**src/rtl/oht_multi_if.sv**
```systemverilog
// Signal bundle for the multi-channel online health test.
// The master drives raw samples and debug controls; the slave returns codes and status.
interface oht_multi_if #(
    parameter int NUM_CH = 4,
    parameter int CAL_W  = 6
);
    logic [NUM_CH-1:0]       adc_in;
    logic                    sample_en;
    logic                    debug_mode;
    logic [2*CAL_W-1:0]      debug_cal;
    logic [NUM_CH*CAL_W-1:0] calibration_arr_n;
    logic [NUM_CH*CAL_W-1:0] calibration_arr_p;
    logic [NUM_CH-1:0]       ch_valid;
    logic [NUM_CH-1:0]       ch_perm_fail;
    logic [NUM_CH-1:0]       bit_out;
    logic [NUM_CH-1:0]       bit_out_valid;
    logic                    any_valid;
    logic                    all_fail;

    modport master (
        output adc_in, sample_en, debug_mode, debug_cal,
        input  calibration_arr_n, calibration_arr_p, ch_valid,
        input  ch_perm_fail, bit_out, bit_out_valid, any_valid, all_fail
    );

    modport slave (
        input  adc_in, sample_en, debug_mode, debug_cal,
        output calibration_arr_n, calibration_arr_p, ch_valid,
        output ch_perm_fail, bit_out, bit_out_valid, any_valid, all_fail
    );
endinterface

```
**src/rtl/oht_multi.sv**
```systemverilog
// Multi-channel online health test for raw entropy sources.
// Repetition and proportion tests per channel steer the ADC calibration codes.
module oht_multi #(
    parameter int NUM_CH        = 4,
    parameter int WIN_LEN       = 1024,
    parameter int RCT_CUTOFF    = 32,
    parameter int APT_LO        = 461,
    parameter int APT_HI        = 563,
    parameter int CAL_W         = 6,
    parameter int CAL_RETRY_MAX = 8,
    parameter int FAIL_MAX      = 3
) (
    input logic        clk,
    input logic        rst,
    oht_multi_if.slave bus
);
    localparam int WW = $clog2(WIN_LEN);
    localparam int OW = WW + 1;
    localparam int RW = $clog2(RCT_CUTOFF + 1);
    localparam int TW = $clog2(CAL_RETRY_MAX + 1);
    localparam int FW = $clog2(FAIL_MAX + 1);

    localparam logic [CAL_W-1:0] CMAX  = '1;
    localparam logic [WW-1:0]    WLAST = WW'(WIN_LEN - 1);
    localparam logic [OW-1:0]    WFULL = OW'(WIN_LEN);
    localparam logic [OW-1:0]    W8    = OW'(WIN_LEN / 8);
    localparam logic [OW-1:0]    W4    = OW'(WIN_LEN / 4);
    localparam logic [OW-1:0]    ALO   = OW'(APT_LO);
    localparam logic [OW-1:0]    AHI   = OW'(APT_HI);
    localparam logic [RW-1:0]    RCUT  = RW'(RCT_CUTOFF);
    localparam logic [TW-1:0]    TMAX  = TW'(CAL_RETRY_MAX);
    localparam logic [FW-1:0]    FMAX  = FW'(FAIL_MAX);

    typedef enum logic [1:0] {CALIB, MONITOR, FAIL} state_t;

    // Arithmetic in CAL_W+1 bits so a carry or borrow clamps instead of wrapping.
    function automatic logic [CAL_W-1:0] sat_add(input logic [CAL_W-1:0] c,
                                                 input logic [1:0] s);
        logic [CAL_W:0] t;
        t = {1'b0, c} + {{(CAL_W-1){1'b0}}, s};
        return t[CAL_W] ? CMAX : t[CAL_W-1:0];
    endfunction

    function automatic logic [CAL_W-1:0] sat_sub(input logic [CAL_W-1:0] c,
                                                 input logic [1:0] s);
        logic [CAL_W:0] t;
        t = {1'b0, c} - {{(CAL_W-1){1'b0}}, s};
        return t[CAL_W] ? '0 : t[CAL_W-1:0];
    endfunction

    logic [CAL_W-1:0]  w_dn;
    logic [CAL_W-1:0]  w_dp;
    logic [NUM_CH-1:0] w_valid;
    logic [NUM_CH-1:0] w_pfail;

    assign w_dn = bus.debug_cal[2*CAL_W-1:CAL_W];
    assign w_dp = bus.debug_cal[CAL_W-1:0];

    for (genvar g = 0; g < NUM_CH; g++) begin : g_ch
        state_t           r_state;
        logic             r_last;
        logic [RW-1:0]    r_run;
        logic [WW-1:0]    r_win;
        logic [OW-1:0]    r_ones;
        logic [TW-1:0]    r_retry;
        logic [FW-1:0]    r_fail;
        logic [CAL_W-1:0] r_n;
        logic [CAL_W-1:0] r_p;
        logic             r_valid;
        logic             r_pfail;
        logic             r_bo;
        logic             r_bov;

        logic          w_s;
        logic          w_same;
        logic [RW-1:0] w_run;
        logic          w_rct;
        logic          w_end;
        logic [OW-1:0] w_ones;
        logic [OW-1:0] w_k;
        logic          w_low;
        logic          w_pass;
        logic [1:0]    w_step;
        logic [TW-1:0] w_retry;
        logic [FW-1:0] w_fail;

        assign w_s     = bus.adc_in[g];
        // A run that just hit the cutoff starts over at the following sample.
        assign w_same  = (r_run != '0) && (r_run != RCUT) && (w_s == r_last);
        assign w_run   = w_same ? r_run + 1'b1 : RW'(1);
        assign w_rct   = (w_run == RCUT);
        assign w_end   = (r_win == WLAST);
        assign w_ones  = r_ones + {{(OW-1){1'b0}}, w_s};
        assign w_low   = (w_ones < ALO);
        assign w_pass  = !w_low && (w_ones <= AHI);
        assign w_k     = w_low ? w_ones : WFULL - w_ones;
        assign w_step  = (w_k < W8) ? 2'd3 : (w_k < W4) ? 2'd2 : 2'd1;
        assign w_retry = r_retry + 1'b1;
        assign w_fail  = r_fail + 1'b1;

        always_ff @(posedge clk) begin
            if (rst) begin
                r_state <= CALIB;
                r_last  <= 1'b0;
                r_run   <= '0;
                r_win   <= '0;
                r_ones  <= '0;
                r_retry <= '0;
                r_fail  <= '0;
                r_n     <= '0;
                r_p     <= '0;
                r_valid <= 1'b0;
                r_pfail <= 1'b0;
                r_bo    <= 1'b0;
                r_bov   <= 1'b0;
            end else begin
                r_bo  <= w_s;
                r_bov <= bus.sample_en & r_valid;
                if (bus.sample_en) begin
                    r_last <= w_s;
                    r_run  <= w_run;
                    if (w_rct || w_end) begin
                        r_win  <= '0;
                        r_ones <= '0;
                    end else begin
                        r_win  <= r_win + 1'b1;
                        r_ones <= w_ones;
                    end
                    unique case (r_state)
                        CALIB: begin
                            if (w_rct || (w_end && !w_pass)) begin
                                if (w_rct) begin
                                    if (w_s) r_n <= sat_add(r_n, 2'd3);
                                    else     r_p <= sat_add(r_p, 2'd3);
                                end else if (w_low) begin
                                    if (r_p == CMAX) r_n <= sat_sub(r_n, w_step);
                                    else             r_p <= sat_add(r_p, w_step);
                                end else begin
                                    if (r_n == CMAX) r_p <= sat_sub(r_p, w_step);
                                    else             r_n <= sat_add(r_n, w_step);
                                end
                                r_retry <= w_retry;
                                if (w_retry >= TMAX) begin
                                    r_state <= FAIL;
                                    r_pfail <= 1'b1;
                                end
                            end else if (w_end) begin
                                r_state <= MONITOR;
                                r_valid <= 1'b1;
                                r_retry <= '0;
                            end
                        end
                        MONITOR: begin
                            if (w_rct || (w_end && !w_pass)) begin
                                r_valid <= 1'b0;
                                r_fail  <= w_fail;
                                if (w_fail >= FMAX) begin
                                    r_state <= FAIL;
                                    r_pfail <= 1'b1;
                                end else begin
                                    r_state <= CALIB;
                                end
                            end else if (w_end) begin
                                r_fail <= '0;
                            end
                        end
                        FAIL: begin
                            r_valid <= 1'b0;
                        end
                        default: r_state <= FAIL;
                    endcase
                end
                // Debug codes win over any automatic step taken above.
                if (bus.debug_mode) begin
                    r_n <= w_dn;
                    r_p <= w_dp;
                end
            end
        end

        assign bus.calibration_arr_n[g*CAL_W +: CAL_W] = r_n;
        assign bus.calibration_arr_p[g*CAL_W +: CAL_W] = r_p;
        assign bus.bit_out[g]       = r_bo;
        assign bus.bit_out_valid[g] = r_bov;
        assign w_valid[g]           = r_valid;
        assign w_pfail[g]           = r_pfail;
    end

    assign bus.ch_valid     = w_valid;
    assign bus.ch_perm_fail = w_pfail;
    assign bus.any_valid    = |w_valid;
    assign bus.all_fail     = &w_pfail;
endmodule

```
**src/flat_wrapper.sv**
```systemverilog
// flat-port wrapper written by rule: the top's interface ports become plain ports
module oht_multi_flat 
#(
    parameter int NUM_CH        = 4,
    parameter int WIN_LEN       = 1024,
    parameter int RCT_CUTOFF    = 32,
    parameter int APT_LO        = 461,
    parameter int APT_HI        = 563,
    parameter int CAL_W         = 6,
    parameter int CAL_RETRY_MAX = 8,
    parameter int FAIL_MAX      = 3
)
  (clk, rst, bus_adc_in, bus_sample_en, bus_debug_mode, bus_debug_cal, bus_calibration_arr_n, bus_calibration_arr_p, bus_ch_valid, bus_ch_perm_fail, bus_bit_out, bus_bit_out_valid, bus_any_valid, bus_all_fail);
  oht_multi_if #(.NUM_CH(NUM_CH), .CAL_W(CAL_W)) bus_i ();
  input logic clk;
  input logic rst;
  input wire logic [$bits(bus_i.adc_in)-1:0] bus_adc_in;
  input wire logic [$bits(bus_i.sample_en)-1:0] bus_sample_en;
  input wire logic [$bits(bus_i.debug_mode)-1:0] bus_debug_mode;
  input wire logic [$bits(bus_i.debug_cal)-1:0] bus_debug_cal;
  output wire logic [$bits(bus_i.calibration_arr_n)-1:0] bus_calibration_arr_n;
  output wire logic [$bits(bus_i.calibration_arr_p)-1:0] bus_calibration_arr_p;
  output wire logic [$bits(bus_i.ch_valid)-1:0] bus_ch_valid;
  output wire logic [$bits(bus_i.ch_perm_fail)-1:0] bus_ch_perm_fail;
  output wire logic [$bits(bus_i.bit_out)-1:0] bus_bit_out;
  output wire logic [$bits(bus_i.bit_out_valid)-1:0] bus_bit_out_valid;
  output wire logic [$bits(bus_i.any_valid)-1:0] bus_any_valid;
  output wire logic [$bits(bus_i.all_fail)-1:0] bus_all_fail;
  assign bus_i.adc_in = bus_adc_in;
  assign bus_i.sample_en = bus_sample_en;
  assign bus_i.debug_mode = bus_debug_mode;
  assign bus_i.debug_cal = bus_debug_cal;
  assign bus_calibration_arr_n = bus_i.calibration_arr_n;
  assign bus_calibration_arr_p = bus_i.calibration_arr_p;
  assign bus_ch_valid = bus_i.ch_valid;
  assign bus_ch_perm_fail = bus_i.ch_perm_fail;
  assign bus_bit_out = bus_i.bit_out;
  assign bus_bit_out_valid = bus_i.bit_out_valid;
  assign bus_any_valid = bus_i.any_valid;
  assign bus_all_fail = bus_i.all_fail;
  oht_multi #(.NUM_CH(NUM_CH), .WIN_LEN(WIN_LEN), .RCT_CUTOFF(RCT_CUTOFF), .APT_LO(APT_LO), .APT_HI(APT_HI), .CAL_W(CAL_W), .CAL_RETRY_MAX(CAL_RETRY_MAX), .FAIL_MAX(FAIL_MAX)) u_core (.clk(clk), .rst(rst), .bus(bus_i));
endmodule
```
**config.mk**
```make
export PLATFORM = sky130hd
export DESIGN_NAME = oht_multi_flat
export DESIGN_NICKNAME = d
export VERILOG_FILES = /design/src/rtl/oht_multi_if.sv /design/src/rtl/oht_multi.sv /design/src/flat_wrapper.sv
export SDC_FILE = /design/constraint.sdc
export NUM_CORES = 1
export LEC_CHECK = 0
export CAP_MARGIN = 5
export CORE_MARGIN = 1.5
export CORE_UTILIZATION = 56
export DETAILED_ROUTE_END_ITERATION = 8
export DONT_BUFFER_PORTS = 1
export GPL_TIMING_DRIVEN = 0
export PLACE_DENSITY = 0.82
export SYNTH_ARGS = -nofsm -noshare
export SYNTH_HDL_FRONTEND = slang
export SYNTH_SLANG_ARGS = --single-unit
```
**constraint.sdc**
```tcl
create_clock -name clk -period 11.9 [get_ports clk]
set_input_delay 1.785 -clock clk [delete_from_list [all_inputs] [get_ports clk]]
set_output_delay 1.785 -clock clk [all_outputs]
set_load 0.02 [all_outputs]
```
# Word level (Yosys, flattened, before mapping)
# Cells that the tools add are included.
dict set report classes {
  shift 0
  multipliers 0
  eq_ne 84
  n_reduce_logical 95
  div 0
  n_lt_le_gt_ge 24
  mux 196
  n_addsub 48
  n_bitwise 8
}
# operator count
set ops {}
lappend ops {{$mux W6} 100}
lappend ops {{$lt A11 B9 Y1 const B} 8}
lappend ops {{$mux W11} 8}
lappend ops {{$eq A6 B6 Y1 const B} 12}
lappend ops {{$mux W2} 36}
lappend ops {{$reduce_and A6 Y1} 12}
lappend ops {{$add A6 B2 Y7} 8}
lappend ops {{$add A6 B2 Y7 const B} 8}
lappend ops {{$sub A6 B2 Y7} 8}
lappend ops {{$add A11 B1 Y11} 4}
lappend ops {{$le A11 B10 Y1 const B} 4}
lappend ops {{$lt A11 B8 Y1 const B} 4}
lappend ops {{$sub A11 B11 Y11 const A} 4}
lappend ops {{$add A10 B1 Y10 const B} 4}
lappend ops {{$eq A10 B10 Y1 const B} 4}
lappend ops {{$mux W10} 4}
lappend ops {{$ne A2 B1 Y1 const B} 20}
lappend ops {{$reduce_and A5 Y1} 8}
lappend ops {{$ne A3 B3 Y1 const B} 12}
lappend ops {{$reduce_bool A2 Y1} 17}
lappend ops {{$mux W4} 8}
lappend ops {{$ne A4 B3 Y1 const B} 8}
lappend ops {{$mux W1} 28}
lappend ops {{$add A6 B1 Y6 const B} 4}
lappend ops {{26 further kinds} 122}
dict set report totals {
  latch_bits 0
  wordCells 507
  ff_bits 208
  romBits 0
  mem_bits_rw 0
  out_inout_bits 66
  memories 0
}

# Longest topological paths before layout
# Gate-level depths: netlist of run 1.
dict set report logic_depth {
  ltp_word 15
  ltp_mapped 22
}

# Worst setup path after synthesis of run 1
# No wires, ideal clock.
dict set report synth_path {
  path_type {input-to-reg}
  startpoint {input bus_adc_in[0]}
  endpoint {register u_core.g_ch[0].r_p[5]}
  stages 17
  setup_slack_ns 5.492
  required_ns 11.764
  arrival_time_ns 6.272
  cell_sequence {ha_1 buf_4 or3_1 a32oi_1 o2111ai_1 o221ai_2 nand2_1 clkbuf_1 o31a_1 o21ai_0 nand2_1 ha_1 fa_1 or4_1 a311o_1 a21oi_1 o32ai_1}
}
dict set report synth_via {
  elab_chain_len 15
  word_cells_on_any_way 35
  cone_classes {add/sub: 4; order compare: 4; eq/ne: 4; mux: 14; reduce/logical: 9}
}
# element line
set synth_rtl {}
lappend synth_rtl {{start, declared} flat_wrapper.sv:17} ;# input wire logic [$bits(bus_i.adc_in)-1:0] bus_adc_in;
lappend synth_rtl {{$add A11 B1 Y11} oht_multi.sv:93} ;# assign w_ones = r_ones + {{(OW-1){1'b0}}, w_s};
lappend synth_rtl {{$sub A11 B11 Y11 or $lt A11 B9 Y1 (tied branches)} {oht_multi.sv:96, oht_multi.sv:94}}
lappend synth_rtl {{$mux W11} oht_multi.sv:96} ;# assign w_k = w_low ? w_ones : WFULL - w_ones;
lappend synth_rtl {{$lt A11 B9 Y1} oht_multi.sv:97} ;# assign w_step = (w_k < W8) ? 2'd3 : (w_k < W4) ? 2'd2 : 2'd1;
lappend synth_rtl {{$mux W2 (2 in series)} oht_multi.sv:97}
lappend synth_rtl {{$sub A6 B2 Y7 or $add A6 B2 Y7 (tied branches)} {oht_multi.sv:47, oht_multi.sv:40}}
lappend synth_rtl {{$mux W6 (on tied branches)} {oht_multi.sv:48, oht_multi.sv:41}}
lappend synth_rtl {{$mux W6 (on tied branches)} {oht_multi.sv:139, oht_multi.sv:136}}
lappend synth_rtl {{$mux W6} oht_multi.sv:135} ;# end else if (w_low) begin
lappend synth_rtl {{$mux W6} oht_multi.sv:132} ;# if (w_rct) begin
lappend synth_rtl {{$mux W6} oht_multi.sv:131} ;# if (w_rct || (w_end && !w_pass)) begin
lappend synth_rtl {{$mux W6} oht_multi.sv:129} ;# unique case (r_state)
lappend synth_rtl {{$mux W6} oht_multi.sv:119} ;# if (bus.sample_en) begin
lappend synth_rtl {{$mux W6} oht_multi.sv:174} ;# if (bus.debug_mode) begin
lappend synth_rtl {{end signal, assigned} oht_multi.sv:134} ;# else r_p <= sat_add(r_p, 2'd3);
lappend synth_rtl {{end signal, assigned} oht_multi.sv:137} ;# else r_p <= sat_add(r_p, w_step);
lappend synth_rtl {{end signal, assigned} oht_multi.sv:176} ;# r_p <= w_dp;
lappend synth_rtl {{end, declared} oht_multi.sv:68} ;# logic [CAL_W-1:0] r_p;
# Several ways; a longest one is shown, not always the timed one. The select of a mux whose other input is x is not followed.
# A chain may end at the register's enable or synchronous reset.

# Worst setup path after layout of run 1
dict set report layout_path {
  startpoint {input bus_adc_in[2]}
  endpoint {register u_core.g_ch[2].r_n[4]}
}
dict set report layout_via {
  elab_chain_len 15
  word_cells_on_any_way 35
  cone_classes {add/sub: 4; order compare: 4; eq/ne: 5; mux: 14; reduce/logical: 8}
}
# element line
set layout_rtl {}
lappend layout_rtl {{$add A11 B1 Y11} oht_multi.sv:93}
lappend layout_rtl {{$sub A11 B11 Y11 or $lt A11 B9 Y1 (tied branches)} {oht_multi.sv:96, oht_multi.sv:94}}
lappend layout_rtl {{$mux W11} oht_multi.sv:96}
lappend layout_rtl {{$lt A11 B9 Y1} oht_multi.sv:97}
lappend layout_rtl {{$mux W2 (2 in series)} oht_multi.sv:97}
lappend layout_rtl {{$add A6 B2 Y7 or $sub A6 B2 Y7 (tied branches)} {oht_multi.sv:40, oht_multi.sv:47}}
lappend layout_rtl {{$mux W6 (on tied branches)} {oht_multi.sv:41, oht_multi.sv:48}}
lappend layout_rtl {{$mux W6 (on tied branches)} {oht_multi.sv:139, oht_multi.sv:136}}
lappend layout_rtl {{$mux W6} oht_multi.sv:135}
lappend layout_rtl {{$mux W6} oht_multi.sv:132}
lappend layout_rtl {{$mux W6} oht_multi.sv:131}
lappend layout_rtl {{$mux W6} oht_multi.sv:129}
lappend layout_rtl {{$mux W6} oht_multi.sv:119}
lappend layout_rtl {{$mux W6} oht_multi.sv:174}
lappend layout_rtl {{end signal, assigned} oht_multi.sv:133} ;# if (w_s) r_n <= sat_add(r_n, 2'd3);
lappend layout_rtl {{end signal, assigned} oht_multi.sv:136} ;# if (r_p == CMAX) r_n <= sat_sub(r_n, w_step);
lappend layout_rtl {{end signal, assigned} oht_multi.sv:175} ;# r_n <= w_dn;
lappend layout_rtl {{end, declared} oht_multi.sv:67} ;# logic [CAL_W-1:0] r_n;
# Several ways; a longest one is shown, not always the timed one. The select of a mux whose other input is x is not followed.

==> results_tabular.tex, run 1 <==
\begin{tabular}{lr}
\hline
Metric & Value \\
\hline
\multicolumn{2}{l}{\textbf{Timing}} \\
\quad Pins over their slew limit & 0 \\
\quad Final hold violation count & 0 \\
\quad Setup repair after global routing missed its margin & false \\
\quad Clock period minus worst slack & 6632 ps \\
\quad Total of endpoints with negative setup slack in the final report & 0 \\
\quad Worst hold slack & 468.4 ps \\
\quad Max-slew headroom at the worst pin & 5.455\% \\
\quad Pin slew with the least headroom to its limit & 1403 ps \\
\quad Maximum clock skew at final layout & 16.32 ps \\
\quad Maximum clock frequency & 150.8 MHz \\
\quad Share of the clock period used by the worst path & 55.73\% \\
\quad Accumulated negative setup slack & 0 ps \\
\multicolumn{2}{l}{\textbf{Run status}} \\
\quad Run status & finished, final reports clean \\
\multicolumn{2}{l}{\textbf{Drt}} \\
\quad Post-route DRC & 0 \\
\quad Number of detailed-route iterations in the first pass & 5 \\
\quad Routed vias/inst & 6.555 \\
\quad Vias post-DR & 16840 \\
\quad Overall routed net length & 52370 um \\
\quad Drt initial violations & 1788 \\
\quad Wire length per cell after detailed routing & 20.39 um \\
\quad Antenna-violating nets left & 0 \\
\multicolumn{2}{l}{\textbf{Power and ir drop}} \\
\quad Reported leakage power & 6.471 nW \\
\quad Total power density per cell area & 101.0 nW/um\^{}2 \\
\quad Maximum VDD drop & 0.00009317 V \\
\multicolumn{2}{l}{\textbf{GRT}} \\
\quad Antenna violations before repair & 1 \\
\quad Global-route wire length before repair & 82490 um \\
\quad Maximum number of pins on one net before global-route repair & 13 \\
\quad Number of global-route vias before repair & 15680 \\
\quad GR Overflow Total & 0 \\
\quad Overall fraction of global-route tracks in use & 33.65\% \\
\multicolumn{2}{l}{\textbf{Logic synthesis}} \\
\quad Top cells by area in the synthesized netlist & sky130\_fd\_sc\_hd\_\_dfxtp\_1 26\%, sky130\_fd\_sc\_hd\_\_ha\_1 7.1\%, sky130\_fd\_sc\_hd\_\_nor2\_1 5.4\% \\
\quad Post-Syn Nets & 2268 \\
\quad FFs w/ async S/R, synth & 0\% \\
\quad Count of mapped cells out of synthesis & 2140 \\
\quad Synthesized area per cell & 7.586 um\^{}2 \\
\quad Area share of the largest cell type after synthesis & 25.65\% \\
\quad Cell type with the largest total area after synthesis & sky130\_fd\_sc\_hd\_\_dfxtp\_1 \\
\quad Top cells by count, synth & 235 x sky130\_fd\_sc\_hd\_\_nor2\_1, 219 x sky130\_fd\_sc\_hd\_\_nand2\_1, 208 x sky130\_fd\_sc\_hd\_\_dfxtp\_1 \\
\quad Number of different library cells in the post-synthesis netlist & 96 \\
\quad Number of warnings issued by yosys & 0 \\
\quad Most frequent cell after synthesis & sky130\_fd\_sc\_hd\_\_nor2\_1 \\
\quad Synthesized area & 16230 um\^{}2 \\
\quad Flip-flop and latch count after synthesis & 208 \\
\quad Sequential area share after synthesis & 25.65\% \\
\quad Predominant post-synthesis flop cell & sky130\_fd\_sc\_hd\_\_dfxtp\_1 \\
\quad Number of enable flip-flop cells after synthesis & 0 \\
\multicolumn{2}{l}{\textbf{Setup path}} \\
\quad Critical Path Sink Type & flop \\
\quad Data arrival at the endpoint of the critical path & 7080 ps \\
\quad Sequence of cells on the critical path & ha\_1, buf\_1, nand3b\_1, o31a\_1, o32a\_1, o22ai\_2, buf\_2, buf\_1, nand2\_1, xor2\_1, nand2\_1, ha\_1, fa\_1, nand3\_1, nor4\_1, nor3\_1, mux2i\_1, a211oi\_1, or3\_1, a21oi\_1 \\
\quad Kind of critical path & input pin to flop \\
\quad Crit-path leading delay family & simple AND/OR/NAND/NOR gates \\
\quad Max stage delay on crit path & 530 ps \\
\quad Critical-path top delay cell & sky130\_fd\_sc\_hd\_\_buf\_1 \\
\quad Crit path max fanout & 10 \\
\quad Required time at the worst-slack endpoint & 12350 ps \\
\quad Buffers \& Inverters on Critical Path & 3 \\
\quad Setup crit start kind & input pin \\
\multicolumn{2}{l}{\textbf{Floorplanning}} \\
\quad Area enclosed by the die boundary & 30020 um\^{}2 \\
\quad Initial core utilization & 56.71\% \\
\quad Die width & 173.3 um \\
\quad Core Rows & 62 \\
\quad Top-level I/O count & 86 \\
\quad Die boundary height & 173.3 um \\
\quad Core outline area & 28630 um\^{}2 \\
\multicolumn{2}{l}{\textbf{Placement}} \\
\quad Weighted congestion at the end of routability-driven global placement & 0.9757 \\
\quad PortBufs & 0 \\
\quad DP Area & 16730 um\^{}2 \\
\quad Sum of net half-perimeters after detailed placement & 37900 um \\
\quad Cells after DPL & 2526 \\
\multicolumn{2}{l}{\textbf{Finish}} \\
\quad Number of nets in the finished design & 2297 \\
\quad \# fillers & 2540 \\
\quad Summed area of non-filler cells in the final layout & 17530 um\^{}2 \\
\quad Filler-free cell count of the finished design & 2569 \\
\quad Layout area overhead & 7.962\% \\
\quad Share of layout cells above drive strength 1 & 6.777\% \\
\multicolumn{2}{l}{\textbf{CTS}} \\
\quad Number of hold buffers added after CTS & 0 \\
\quad Clk\_lat worst skew & 540 ps \\
\quad H-tree lvl count & 1 \\
\quad Buffer cell driving the clock tree root & sky130\_fd\_sc\_hd\_\_clkbuf\_16 \\
\quad Total setup buffers inserted after CTS & 0 \\
\quad Clock sink total & 208 \\
\quad Resized cells post-CTS & 0 \\
\quad Clock transition at the register clock pins on the worst setup and hold paths after CTS & 60 ps \\
\quad CTS Buffer Depth & 3 \\
\quad Clock tree from TritonCTS & yes \\
\quad CTS buffer count & 25 \\
\multicolumn{2}{l}{\textbf{Hold path}} \\
\quad Type of the tightest min-delay check & flop to flop \\
\multicolumn{2}{l}{\textbf{Flow run}} \\
\quad Number of max-cap violations & 0 \\
\hline
\end{tabular}
per-stage QoR:
step / utilization (%) / total power (W) / setup slack (ps)
4_1_cts: 61.22 / 0.001765 / 5394
3_3_place_gp: 58.39 / 0.001010 / 4124
5_1_grt: 61.22 / 0.001827 / 5064
2_1_floorplan: - / 0.0009418 / 5492
6_report: 61.22 / 0.001771 / 5268
3_5_place_dp: 58.43 / 0.001017 / 4871
layout make-up:
type | count | area, um^2 | area share [%]
Antenna cell | 1 | 2.502 | 0.01428
Tap cell | 384 | 480.5 | 2.741
Multi-Input combinational cell | 1690 | 11030 | 62.93
Sequential cell | 208 | 4164 | 23.76
Buffer | 160 | 732.0 | 4.176
Clock inverter | 7 | 63.81 | 0.3641
Timing Repair Buffer | 2 | 12.51 | 0.07139
Inverter | 82 | 307.8 | 1.756
Clock buffer | 35 | 733.2 | 4.184
cell usage in the layout (no fill, tap or decap), types with 27 or more instances in the layout:
cell / count
sky130_fd_sc_hd__ha_1: 92
sky130_fd_sc_hd__clkbuf_1: 99
sky130_fd_sc_hd__and3_1: 31
sky130_fd_sc_hd__a31oi_1: 27
sky130_fd_sc_hd__nand3_1: 77
sky130_fd_sc_hd__xor2_1: 50
sky130_fd_sc_hd__buf_2: 34
sky130_fd_sc_hd__o211ai_1: 29
sky130_fd_sc_hd__o21ai_0: 142
sky130_fd_sc_hd__nand4_1: 32
sky130_fd_sc_hd__mux2i_1: 40
sky130_fd_sc_hd__a21oi_1: 128
sky130_fd_sc_hd__nor3_1: 80
sky130_fd_sc_hd__nor2_1: 235
sky130_fd_sc_hd__xnor2_1: 41
sky130_fd_sc_hd__dfxtp_1: 208
sky130_fd_sc_hd__inv_1: 81
sky130_fd_sc_hd__nand2_1: 219
cells by family (layout without fill, tap and decap cells):
kind of cell	count (synthesis)	in the layout	synth area share, %
mux	53	53	3.576
fa+ha+maj	108	108	9.064
flops	208	208	25.65
xor+xnor	91	91	4.910
simple gates	867	867	26.75
buf+inv	242	286	6.405
other cells	0	1	0
compound gates	571	571	23.65
power by group:
| part | total (W) | internal [W] | leakage [nW] | switching [W] |
|---|---|---|---|---|
| registers | 0.000756 | 0.000715 | 1.69 | 0.0000414 |
| logic | 0.000258 | 0.0000901 | 4.38 | 0.000168 |
| clock network | 0.000757 | 0.000447 | 0.400 | 0.000310 |
| total | 0.00177 | 0.00125 | 6.47 | 0.000519 |
layer usage:
| layer | share of wire (%) | GRT usage, % | wire length [um] |
|---|---|---|---|
| met5 | 0 | 0 | 0 |
| met4 | 5.1 | 17.28 | 2662 |
| met3 | 9.9 | 6.996 | 5197 |
| met2 | 45 | 54.50 | 23550 |
| met1 | 40 | 42.42 | 20960 |
flip-flops by register name (all words and copies together) (netlist names):
| name | flops |
|---|---|
| u_core.g_ch.r_ones | 44 |
| u_core.g_ch.r_win | 40 |
| u_core.g_ch.r_n | 24 |
| u_core.g_ch.r_p | 24 |
| u_core.g_ch.r_run | 24 |
| u_core.g_ch.r_retry | 16 |
| u_core.g_ch.r_fail | 8 |
| u_core.g_ch.r_state | 8 |
| u_core.g_ch.r_bo | 4 |
| u_core.g_ch.r_bov | 4 |
| u_core.g_ch.r_last | 4 |
| u_core.g_ch.r_pfail | 4 |
| u_core.g_ch.r_valid | 4 |
worst min-delay path: stages, from the launching register on:
cell and delay [ps]:
sky130_fd_sc_hd__dfxtp_1 320, sky130_fd_sc_hd__nand2_1 50, sky130_fd_sc_hd__a21oi_1 50
final timing paths:
check,startpoint,endpoint,slack [ps],cells past startpoint
max,bus_adc_in[2],u_core.g_ch[2].r_n[4],5270,20
max reg2reg,u_core.g_ch[2].r_ones[0],u_core.g_ch[2].r_n[4],6140,20
min,u_core.g_ch[2].r_retry[3],u_core.g_ch[2].r_retry[3],470,2
min reg2reg,u_core.g_ch[2].r_retry[3],u_core.g_ch[2].r_retry[3],470,2
No activity file was read; power rests on OpenSTA's default activity.
==> run 2, diff against run 1 <==
ABC_AREA = 1   (was default)
clock period = 6.9 ns   (was 11.9 ns; I/O delays follow)
==> run 2 against run 1 <==
Compared with the run above: non-clock buffer count down 72; sequential share of layout area fell by 0.59 points; die area rose by 1.9%; first-iteration DRC count shrank 11%; synthesized cell count grew 20%; cell count up 17%; critical path type unchanged; critical endpoint is now u_core.g_ch[3].r_n[0]; largest power group unchanged; highest routed layer is now met5.
==> results_tabular.tex, run 2 <==
\begin{tabular}{lr}
\hline
Metric & Value \\
\hline
\multicolumn{2}{l}{\textbf{Run status}} \\
\quad Run status & finished, final reports clean \\
\multicolumn{2}{l}{\textbf{Drt}} \\
\quad Wire length per cell after detailed routing & 17.05 um (-16\%) \\
\quad Routed vias/inst & 5.760 (-12\%) \\
\quad Number of detailed-route iterations in the first pass & 6 (+1) \\
\quad Post-route DRC & 0 (unchanged) \\
\quad Vias post-DR & 17270 (+2.5\%) \\
\quad Drt initial violations & 1594 (-11\%) \\
\quad Overall routed net length & 51120 um (-2.4\%) \\
\quad Antenna-violating nets left & 0 (unchanged) \\
\multicolumn{2}{l}{\textbf{Finish}} \\
\quad Final core utilization & 62.27\% (+1.0 points) \\
\quad Layout area overhead & 8.598\% \\
\quad Antenna diode count & 0 (-1) \\
\quad Number of flip-flops in the largest register & 44 (unchanged) \\
\quad Most common cell after layout, fill and taps aside & sky130\_fd\_sc\_hd\_\_nand2\_1 \\
\quad Largest registers in the final layout & u\_core.g\_ch.r\_ones: 44 flops, u\_core.g\_ch.r\_win: 40 flops \\
\quad Number of nets in the finished design & 2722 (+19\%) \\
\quad Share of layout cells above drive strength 1 & 7.919\% (+1.1 points) \\
\quad Most frequent cells in the layout & 635 x sky130\_fd\_sc\_hd\_\_nand2\_1, 353 x sky130\_fd\_sc\_hd\_\_nor2\_1, 297 x sky130\_fd\_sc\_hd\_\_inv\_1 \\
\quad Summed area of non-filler cells in the final layout & 17970 um\^{}2 (+2.5\%) \\
\quad Biggest register & u\_core.g\_ch.r\_ones \\
\multicolumn{2}{l}{\textbf{GRT}} \\
\quad Antenna violations before repair & 1 (unchanged) \\
\quad Maximum number of pins on one net before global-route repair & 15 (+2) \\
\quad Overall fraction of global-route tracks in use & 32.68\% (-0.97 points) \\
\quad Number of global-route vias before repair & 16370 (+4.4\%) \\
\quad Global-route wire length before repair & 81380 um (-1.3\%) \\
\quad GR Overflow Total & 0 (unchanged) \\
\multicolumn{2}{l}{\textbf{Logic synthesis}} \\
\quad Top cells by count, synth & 635 x sky130\_fd\_sc\_hd\_\_nand2\_1, 353 x sky130\_fd\_sc\_hd\_\_nor2\_1, 297 x sky130\_fd\_sc\_hd\_\_inv\_1 \\
\quad Top cells by area in the synthesized netlist & sky130\_fd\_sc\_hd\_\_dfxtp\_1 25\%, sky130\_fd\_sc\_hd\_\_nand2\_1 14\%, sky130\_fd\_sc\_hd\_\_nor2\_1 8.0\% \\
\quad Number of warnings issued by yosys & 0 (unchanged) \\
\quad Cell type with the largest total area after synthesis & sky130\_fd\_sc\_hd\_\_dfxtp\_1 \\
\quad Synthesized area per cell & 6.448 um\^{}2 (-15\%) \\
\quad Number of different library cells in the post-synthesis netlist & 54 (-44\%) \\
\quad Sequential area share after synthesis & 25.17\% (-0.48 points) \\
\quad Post-Syn Nets & 2694 (+19\%) \\
\quad FFs w/ async S/R, synth & 0\% (unchanged) \\
\quad Count of mapped cells out of synthesis & 2566 (+20\%) \\
\quad Number of enable flip-flop cells after synthesis & 0 (unchanged) \\
\quad Synthesized area & 16550 um\^{}2 (+1.9\%) \\
\quad Predominant post-synthesis flop cell & sky130\_fd\_sc\_hd\_\_dfxtp\_1 \\
\quad Most frequent cell after synthesis & sky130\_fd\_sc\_hd\_\_nand2\_1 \\
\quad Area share of the largest cell type after synthesis & 25.17\% (-0.48 points) \\
\quad Flip-flop and latch count after synthesis & 208 (unchanged) \\
\multicolumn{2}{l}{\textbf{CTS}} \\
\quad Buffer cell driving the clock tree root & sky130\_fd\_sc\_hd\_\_clkbuf\_16 \\
\quad Clk\_lat worst skew & 560 ps (+20 ps) \\
\quad Total setup buffers inserted after CTS & 0 (unchanged) \\
\quad H-tree lvl count & 1 (unchanged) \\
\quad CTS buffer count & 26 (+4.0\%) \\
\quad CTS Buffer Depth & 3 (unchanged) \\
\quad Number of hold buffers added after CTS & 0 (unchanged) \\
\quad Clock sink total & 208 (unchanged) \\
\quad Resized cells post-CTS & 0 (unchanged) \\
\quad Clock tree from TritonCTS & yes \\
\quad Clock transition at the register clock pins on the worst setup and hold paths after CTS & 60 ps (about the same) \\
\multicolumn{2}{l}{\textbf{Setup path}} \\
\quad Buffers \& Inverters on Critical Path & 4 (+1) \\
\quad Setup crit start kind & input pin \\
\quad Max stage delay on crit path & 430 ps (-100 ps) \\
\quad Required time at the worst-slack endpoint & 7400 ps (-4950 ps) \\
\quad Data arrival at the endpoint of the critical path & 5130 ps (-1950 ps) \\
\quad Kind of critical path & input pin to flop \\
\quad Crit-path leading delay family & simple AND/OR/NAND/NOR gates \\
\quad CP dominant cell by count & sky130\_fd\_sc\_hd\_\_nand2\_1 \\
\quad Crit path max fanout & 7 (-3) \\
\quad Critical Path Sink Type & flop \\
\quad Critical-path top delay cell & sky130\_fd\_sc\_hd\_\_fa\_1 \\
\multicolumn{2}{l}{\textbf{Timing}} \\
\quad Accumulated negative setup slack & 0 ps (unchanged) \\
\quad Pins over their slew limit & 0 (unchanged) \\
\quad Maximum clock skew at final layout & 7.587 ps (-8.734 ps) \\
\quad Clock period minus worst slack & 4636 ps \\
\quad Total of endpoints with negative setup slack in the final report & 0 (unchanged) \\
\quad Final hold violation count & 0 (unchanged) \\
\quad Maximum clock frequency & 215.7 MHz \\
\quad Pin slew with the least headroom to its limit & 959.7 ps (-443.6 ps) \\
\quad Share of the clock period used by the worst path & 67.19\% \\
\quad Max-slew headroom at the worst pin & 36.02\% (+31 points) \\
\quad Worst hold slack & 473.9 ps (+5.513 ps) \\
\quad Setup repair after global routing missed its margin & false \\
\multicolumn{2}{l}{\textbf{Power and ir drop}} \\
\quad Total power density per cell area & 194.9 nW/um\^{}2 (+93\%) \\
\quad Maximum VDD drop & 0.0001558 V (+67\%) \\
\quad Design Power & 0.003501 W (+98\%) \\
\quad Reported leakage power & 8.110 nW (+25\%) \\
\multicolumn{2}{l}{\textbf{Hold path}} \\
\quad Type of the tightest min-delay check & flop to flop \\
\multicolumn{2}{l}{\textbf{Floorplanning}} \\
\quad Die width & 174.9 um (+0.94\%) \\
\quad Top-level I/O count & 86 (unchanged) \\
\quad Area enclosed by the die boundary & 30590 um\^{}2 (+1.9\%) \\
\quad Core Rows & 62 (unchanged) \\
\quad Core outline area & 28860 um\^{}2 (+0.81\%) \\
\quad Die boundary height & 174.9 um (+0.94\%) \\
\quad Initial core utilization & 57.34\% (+0.63 points) \\
\multicolumn{2}{l}{\textbf{Placement}} \\
\quad DP Area & 17030 um\^{}2 (+1.8\%) \\
\quad PortBufs & 0 (unchanged) \\
\quad Weighted congestion at the end of routability-driven global placement & 0.9654 (-1.1\%) \\
\quad Sum of net half-perimeters after detailed placement & 38320 um (+1.1\%) \\
\multicolumn{2}{l}{\textbf{Flow run}} \\
\quad Number of max-cap violations & 0 (unchanged) \\
\hline
\end{tabular}
## run 2: changes by cell type in the layout (fill, tap and decap cells not counted), sizes merged, moves of 27 or more
cell / before / now
nor2: 236 / 388
o21ai: 153 / 126
clkbuf: 131 / 85
o32ai: 10 / 38
a21oi: 129 / 92
mux2i: 40 / 0
inv: 82 / 312
nand3: 83 / 244
nor3: 83 / 38
nand2: 222 / 677
and3: 31 / 0
## run 2: cells by family (layout without fill, tap and decap cells)
kind of cell / after synthesis / after routing / share of synthesized area (%)
and+or+nand+nor: 1425 / 1425 / 39.04
buffers and inverters: 409 / 457 / 10.03
DFF: 208 / 208 / 25.17
AOI/OAI and AO/OA: 324 / 324 / 11.96
adders and majority gates: 108 / 108 / 8.893
xor gates and xnor gates: 92 / 92 / 4.915
## run 2: final timing paths
kind	startpoint	end	slack, ps	cells after the start
setup / recovery	bus_adc_in[3]	u_core.g_ch[3].r_n[0]	2260	31
hold reg to reg	u_core.g_ch[2].r_last	u_core.g_ch[2].r_last	470	2
setup reg to reg	u_core.g_ch[3].r_ones[0]	u_core.g_ch[3].r_n[0]	2360	31
hold / removal	u_core.g_ch[2].r_last	u_core.g_ch[2].r_last	470	2
## run 2: metal layers
layer	routed length (um)	vias to the layer above	GRT usage, %
li1	-	8366	-
met1	21160	8002	40.62
met2	23540	728	54.48
met3	3844	171	4.547
met4	2564	2	18.20
met5	9	-	0
## run 2: worst min-delay path: cells and delay by family (launching register included)
kind / cells / cell delay (ps)
AO/OA/AOI/OAI: 1 / 60
flip-flops: 1 / 310
buffers and inverters: 1 / 60
## run 2: cell type report
class / count / area [um^2]
clock inverters: 9 / 172.7
flip-flops and latches: 208 / 4164
clock buffers: 39 / 769.5
plain buffers: 90 / 460.4
well taps: 384 / 480.5
multi-input cells: 1949 / 10720
fillers: 2736 / 10890
inverters: 319 / 1200
## run 2: report_power, final
part | total, W | internal (W) | switching, W | leakage, nW
combinational | 0.000667 | 0.000222 | 0.000445 | 5.96
clock | 0.00150 | 0.000922 | 0.000577 | 0.458
sequential | 0.00133 | 0.00125 | 0.0000889 | 1.69
## run 2: metrics by stage
step | setup slack [ps] | instances
finish | 2264 | 2998
global route | 1944 | 2998
CTS | 2351 | 2998
detailed placement | 1785 | 2950
global placement | 1890 | 2950
floorplan | 2454 | 2566
